## config.mk

```make
export PLATFORM = sky130hd
export DESIGN_NAME = switch_debounce_sync
export DESIGN_NICKNAME = d
export VERILOG_FILES = /design/src/rtl/switch_debounce_sync_pkg.sv /design/src/rtl/switch_debounce_sync_debounce_bit.sv /design/src/rtl/switch_debounce_sync.sv
export SDC_FILE = /design/constraint.sdc
export NUM_CORES = 1
export LEC_CHECK = 0
export BUFFER_PORTS_ARGS = -buffer_cell sky130_fd_sc_hd__buf_4
export CAP_MARGIN = 10
export CORE_MARGIN = 3
export CORE_UTILIZATION = 44
export DETAILED_ROUTE_END_ITERATION = 10
export HOLD_SLACK_MARGIN = 0.15
export SYNTH_ARGS = -nofsm -noshare
export SYNTH_HDL_FRONTEND = slang
export SYNTH_SLANG_ARGS = --single-unit
```

## constraint.sdc

```tcl
create_clock -name Clk -period 3.1 [get_ports Clk]
set_input_delay 0.31 -clock Clk [delete_from_list [all_inputs] [get_ports Clk]]
set_output_delay 0.31 -clock Clk [all_outputs]
set_load 0.02 [all_outputs]
```

## src/rtl/switch_debounce_sync_pkg.sv

```systemverilog
// rtl/switch_debounce_sync_pkg.sv - shared board constants for switch conditioning
//
// Purpose: board clock and debounce-time constants. The default debounce
//          length in cycles is derived from these values, so retargeting
//          to a different board clock only needs an edit here.
// Ports:   none (package)
package switch_debounce_sync_pkg;

  localparam int CLK_FREQ_HZ = 50_000_000;
  localparam int DEBOUNCE_MS = 20;

  function automatic int cycles_for_ms(input int clk_hz, input int ms);
    return (clk_hz / 1000) * ms;
  endfunction

  // 20 ms at 50 MHz -> 1_000_000 cycles
  localparam int DEBOUNCE_CYCLES_DEFAULT = cycles_for_ms(CLK_FREQ_HZ, DEBOUNCE_MS);

endpackage

```

## src/rtl/switch_debounce_sync_debounce_bit.sv

```systemverilog
// rtl/switch_debounce_sync_debounce_bit.sv - one-bit synchronizer, debounce filter and edge strobes
//
// Purpose: brings one raw switch level into Clk, accepts a new level only
//          after it has persisted for DEBOUNCE_CYCLES consecutive edges,
//          and strobes Rise/Fall for one cycle when the clean level flips.
// Ports:   Clk   - system clock, rising edge
//          Reset - synchronous, active-high
//          Din   - raw asynchronous level
//          Dout  - debounced, synchronized level
//          Rise  - one-cycle pulse on Dout 0->1
//          Fall  - one-cycle pulse on Dout 1->0
module debounce_bit
  import switch_debounce_sync_pkg::*;
#(
  parameter int SYNC_STAGES     = 2,
  parameter int DEBOUNCE_CYCLES = DEBOUNCE_CYCLES_DEFAULT
) (
  input  logic Clk,
  input  logic Reset,
  input  logic Din,
  output logic Dout,
  output logic Rise,
  output logic Fall
);

  localparam int CNT_W = $clog2(DEBOUNCE_CYCLES + 1);
  localparam logic [CNT_W-1:0] CNT_LAST = CNT_W'(DEBOUNCE_CYCLES - 1);

  logic [SYNC_STAGES-1:0] sync;
  logic [CNT_W-1:0]       cnt;
  logic                   sync_out;

  assign sync_out = sync[SYNC_STAGES-1];

  // cnt==0 is the STABLE state, cnt>0 is COUNTING; there is no separate
  // state register. The counter is cleared as soon as the synchronized
  // input agrees with Dout again, so a bounce restarts qualification and
  // cnt can never pass CNT_LAST.
  always_ff @(posedge Clk) begin
    if (Reset) begin
      sync <= '0;
      cnt  <= '0;
      Dout <= 1'b0;
      Rise <= 1'b0;
      Fall <= 1'b0;
    end else begin
      sync <= {sync[SYNC_STAGES-2:0], Din};
      Rise <= 1'b0;
      Fall <= 1'b0;
      if (sync_out == Dout) begin
        cnt <= '0;
      end else if (cnt == CNT_LAST) begin
        Dout <= sync_out;
        cnt  <= '0;
        Rise <= sync_out;
        Fall <= ~sync_out;
      end else begin
        cnt <= cnt + CNT_W'(1);
      end
    end
  end

endmodule

```

## src/rtl/switch_debounce_sync.sv

```systemverilog
// rtl/switch_debounce_sync.sv - multi-bit switch/key synchronizer and debouncer
//
// Purpose: conditions WIDTH raw board switch/key inputs into clean levels
//          plus single-cycle Rise/Fall strobes usable as clock enables.
// Ports:   Clk     - system clock, rising edge
//          Reset   - synchronous, active-high
//          Din     - [WIDTH] raw asynchronous levels
//          Dout    - [WIDTH] debounced, synchronized levels
//          Rise    - [WIDTH] one-cycle pulse on Dout 0->1
//          Fall    - [WIDTH] one-cycle pulse on Dout 1->0
//          Changed - OR of all Rise and Fall bits in the same cycle
module switch_debounce_sync
  import switch_debounce_sync_pkg::*;
#(
  parameter int WIDTH           = 2,
  parameter int SYNC_STAGES     = 2,
  parameter int DEBOUNCE_CYCLES = DEBOUNCE_CYCLES_DEFAULT
) (
  input  logic             Clk,
  input  logic             Reset,
  input  logic [WIDTH-1:0] Din,
  output logic [WIDTH-1:0] Dout,
  output logic [WIDTH-1:0] Rise,
  output logic [WIDTH-1:0] Fall,
  output logic             Changed
);

  for (genvar i = 0; i < WIDTH; i++) begin : g_bit
    debounce_bit #(
      .SYNC_STAGES     (SYNC_STAGES),
      .DEBOUNCE_CYCLES (DEBOUNCE_CYCLES)
    ) u_debounce_bit (
      .Clk   (Clk),
      .Reset (Reset),
      .Din   (Din[i]),
      .Dout  (Dout[i]),
      .Rise  (Rise[i]),
      .Fall  (Fall[i])
    );
  end

  // Built from registered strobes, so it stays glitch-free.
  assign Changed = |(Rise | Fall);

endmodule

```

## Word level (Yosys, flattened, before mapping)

Index checks and enable logic that the tools add are counted.

- Equal/unequal tests: 4
- Reductions and logical operators: 7
- Bitwise logic cells: 7
- Add/sub/neg operators: 2

Operators by type and width:

| cell | count |
|---|---|
| $add 20x1->20 const B | 2 |
| $eq 20x20->1 const B | 2 |
| $reduce_or 3->1 | 4 |
| $not 1->1 | 6 |
| $reduce_and 2->1 | 2 |
| $eq 1x1->1 | 2 |
| $or 2x2->2 | 1 |
| $reduce_or 2->1 | 1 |

- Register bits: 50
- Output and inout port bits: 7
- Logic and storage cells: 30

## Logic depth before layout (Yosys ltp)

- Depth after elaboration: 3
- Gate-level depth with buffers: 6
- Depth with buffers taken out: 5

## Modules after synthesis

Synthesis repeated with hierarchy kept, for this count alone.

- Cell total of the unflattened synthesis: 235
- Area total of the unflattened synthesis: 2,179.6 sq um

Modules (own cells, without submodules):

| module | sequential area each (sq um) | cells each | area each (sq um) | times used |
|---|---|---|---|---|
| debounce_bit | 500.5 | 117 | 1,086.0 | 2 |
| switch_debounce_sync | 0.0 | 1 | 7.5 | 1 |

## Least setup slack after synthesis

No wires, ideal clock.

- Path type: register to register
- Start: register g_bit[0].u_debounce_bit.cnt[16]
- End: register g_bit[0].u_debounce_bit.cnt[11]
- Data required time: 2,985 ps
- Arrival time: 1,650 ps
- Period minus slack after synthesis: 1,765 ps
- Buffers on the path: 1
- Slack: 1,335 ps
- Cell stages (with the launch flop): 6
- Path through: dfxtp_1 > nand3_1 > or4b_4 > o31ai_4 > buf_6 > nor2_1

- Cells in the longest elaborated chain, start to end: 2

RTL lines:

| item | RTL line | RTL |
|---|---|---|
| start, declared | switch_debounce_sync_debounce_bit.sv:30 | `logic [CNT_W-1:0] cnt;` |
| start signal, assigned | switch_debounce_sync_debounce_bit.sv:58 | `cnt <= cnt + CNT_W'(1);` |
| $eq 20x20->1 | switch_debounce_sync_debounce_bit.sv:52 | `end else if (cnt == CNT_LAST) begin` |
| $reduce_or 3->1 (no line) | - |  |

No other way between the ends.
A chain may end at the register's enable or synchronous reset.

## Worst setup path in the final report

- Start: register g_bit[0].u_debounce_bit.cnt[16]
- End: register g_bit[0].u_debounce_bit.cnt[8]

The elaborated chain is that of the path after synthesis.

==> results.py <==
metrics = {
    "clocking": {
        "cts_hold_buf": 0,
        "cts_tree": "built",
        "ctsRootBufferMaster": "clkbuf_8",
        "clockBufferDepth": 2,
        "postCtsSetupRepairBufs": 0,
        "cts_max_level": 2,
        "path_clk_slew_ns": 0.09,
        "clock_latency_ns": 0.31,
        "cts_resized": 0,
        "cts_buffers": 5,
        "clock_sinks": 50,
    },
    "layout": {
        "antenna_cells": 0,
        "drive_gt1_frac": 0.0920,
        "layout.nets": 255,
        "seq_area_um2": 1000,
        "fin_util": 0.503,
        "multi_input_area_um2": 1100,
        "area_delta_synth_final_pct": 9.13,
        "fillers": 499,
    },
    "placement": {
        "io_buffers": 10,
        "gp_congestion": 0.738,
        "dpl.hpwl_mm": 2.87,
    },
    "global_route": {
        "antenna_found_initial": 0,
        "grt_max_degree": 20,
        "grt_busiest_layer": "met1",
        "grt_pass1_vias": 1464,
        "grtUsageMet1": 0.206,
        "grt_pass1_wl_mm": 6.89,
        "grt.total_usage": 0.145,
        "use_met3": 0.0390,
        "use_met2": 0.204,
        "grt_overflow": 0,
    },
    "power": {
        "power.leakage_nw": 0.757,
        "power.density_nw_per_um2": 464,
        "ir_drop_mv": 0.264,
    },
    "drt": {
        "wl_per_cell_um": 12.7,
        "drt_pre_antenna_iters": 4,
        "drc": 0,
        "postRouteWirelength_mm": 4.02,
        "vias_per_cell": 5.32,
        "ant_nets": 0,
        "dr_total_vias": 1688,
        "drtIter0Drc": 72,
    },
    "synthesis": {
        "syn_area_per_cell_um2": 9.06,
        "synth_edf_count": 0,
        "synthArstFlopShare": 0,
        "synth-seq-cells": 50,
        "synth_cell_types": 32,
        "synth_ff_type": "dfxtp_1",
        "yosysTopAreaCell": "dfxtp_1",
        "syn_area_um2": 2190,
        "yosysMostFrequentCell": "dfxtp_1",
        "yosysWarnings": 0,
        "synth_common_cells": "dfxtp_1 (50), nor2_1 (29), a21oi_1 (15)",
        "synth_nets": 248,
        "synth.area.top_cells": "dfxtp_1 (46%), xor2_1 (5.2%), nor2_1 (5.0%)",
        "synth.top_cell.area_share": 0.457,
        "synthCells": 242,
        "seq_area_frac_synth": 0.457,
    },
    "floorplanning": {
        "ios": 11,
        "rows": 25,
        "core_area_um2": 4750,
        "die_h_um": 76.6,
        "dieWidth_um": 76.6,
        "initial_utilization": 0.461,
        "design.die.area_um2": 5870,
    },
    "setup_path": {
        "cpPeakStageDelay_ns": 0.71,
        "cp.arrival_ns": 2.25,
        "path_max_fanout": 19,
        "r2r_slack_ns": 1.01,
        "path_cells": "nand3_1 -> or4b_4 -> o31ai_4 -> nor2_1",
        "worstPathBufferInverterCount": 0,
        "critPathRequiredTime_ns": 3.26,
        "critPathSlowestCell": "o31ai_4",
        "critPathLaunchType": "flip-flop",
        "path_delay_family": "simple AND/OR/NAND/NOR gates",
        "criticalPathCategory": "reg -> reg",
        "setup.worst_path.end_class": "flip-flop",
    },
    "sta": {
        "timing.fmax_mhz": 479,
        "rsz0062_at_grt": "no",
        "fin_skew_ns": 0.0107,
        "slew_viol_final": 0,
        "hold_violations": 0,
        "setup_viol": 0,
        "fin_setup_tns_ns": 0,
        "slew_headroom": 0.489,
        "worst_pin_slew_ns": 0.766,
        "min_period_over_period": 0.674,
        "min_period_ns": 2.09,
    },
    "hold_path": {
        "hold_class": "in -> reg",
    },
    "job": {
        "drv_cap": 0,
    },
    "run_status": {
        "status": "finished, final reports clean",
    },
}
-- state kept, by name, summed over array words and instances (netlist names) --
signal,flops
g_bit.u_debounce_bit.Rise,2
g_bit.u_debounce_bit.cnt,40
g_bit.u_debounce_bit.Dout,2
g_bit.u_debounce_bit.Fall,2
g_bit.u_debounce_bit.sync,4
-- worst reg2reg max path: cells and delay by family (launching register included) --
kind	cells	cell delay, ns
AND/OR/NAND/NOR	3	0.84
AO/OA/AOI/OAI	1	0.71
flip-flops	1	0.40
-- per-stage QoR --
step           area, um2  setup WS (ns)  power (W)  std cells  hold slack [ns]
2_1_floorplan       2190           1.34   0.000671        242            0.413
3_3_place_gp        2280           1.04   0.000677        309            0.419
3_5_place_dp        2280           1.00   0.000677        309            0.428
4_1_cts             2390          0.993    0.00113        317            0.201
5_1_grt             2390          0.807    0.00116        317            0.207
6_report            2390           1.01    0.00111        317            0.212
-- layout by cell type (no fill, tap or decap) --
cell,Yosys,routed
o21ai_0,8,8
or3_1,9,9
or4_1,7,7
nand4_1,12,12
bufinv_16,0,1
nor2b_1,5,5
and3_1,7,7
nor2_1,29,29
nor3_1,2,2
xnor2_1,12,12
o41ai_1,1,1
buf_4,6,11
ha_1,2,2
a21oi_1,15,15
o31ai_4,1,1
xor2_1,13,13
clkbuf_8,0,5
or4b_4,1,1
nand2_1,13,13
and4_1,5,5
o31ai_1,6,6
nand4_2,1,1
dfxtp_1,50,50
clkinv_2,0,2
o21ai_1,1,1
and2_1,5,5
nor4b_1,3,3
or3b_2,1,1
nand3_1,13,13
inv_1,3,3
nor4_1,6,6
-- metal layers --
layer / up-vias / part of all wire
met2: 24 / 0.42
met5: - / 0
met1: 770 / 0.54
met3: 6 / 0.030
met4: 0 / 0.017
li1: 888 / -
-- area by class of cell --
class                      instances  share of cell area
multi-input combinational        178               0.462
sequential                        50               0.418
tap                               67              0.0350
timing repair buffer              11              0.0345
clock buffer                       5              0.0288
clock inverter                     3              0.0167
inverter                           3             0.00471
-- path summary, 6_finish.rpt --
path                                                       from                         endpoint  depth (start not counted)
worst max register to register  g_bit[0].u_debounce_bit.cnt[16]   g_bit[0].u_debounce_bit.cnt[8]                          4
worst min-delay path                                     Din[1]  g_bit[1].u_debounce_bit.sync[0]                          2
worst min register to register   g_bit[1].u_debounce_bit.cnt[0]   g_bit[1].u_debounce_bit.cnt[0]                          1
worst max-delay path            g_bit[0].u_debounce_bit.cnt[16]   g_bit[0].u_debounce_bit.cnt[8]                          4
-- power breakdown --
group / total [W] / switching [W] / internal [W]
Sequential: 0.000647 / 0.00000202 / 0.000645
Clock: 0.000449 / 0.000211 / 0.000238
Combinational: 0.0000144 / 0.00000841 / 0.00000599
-- kinds of logic (layout without fill, tap and decap cells) --
logic type                 Yosys count  after routing  share of synthesized area
DFF                                 50             50                      0.457
xor gates and xnor gates            25             25                     0.0999
buffers and inverters               14             22                     0.0394
adders and majority gates            2              2                     0.0114
AOI/OAI and AO/OA                   32             32                     0.0890
and+or+nand+nor                    119            119                      0.304
No activity file was read; power rests on OpenSTA's default activity.
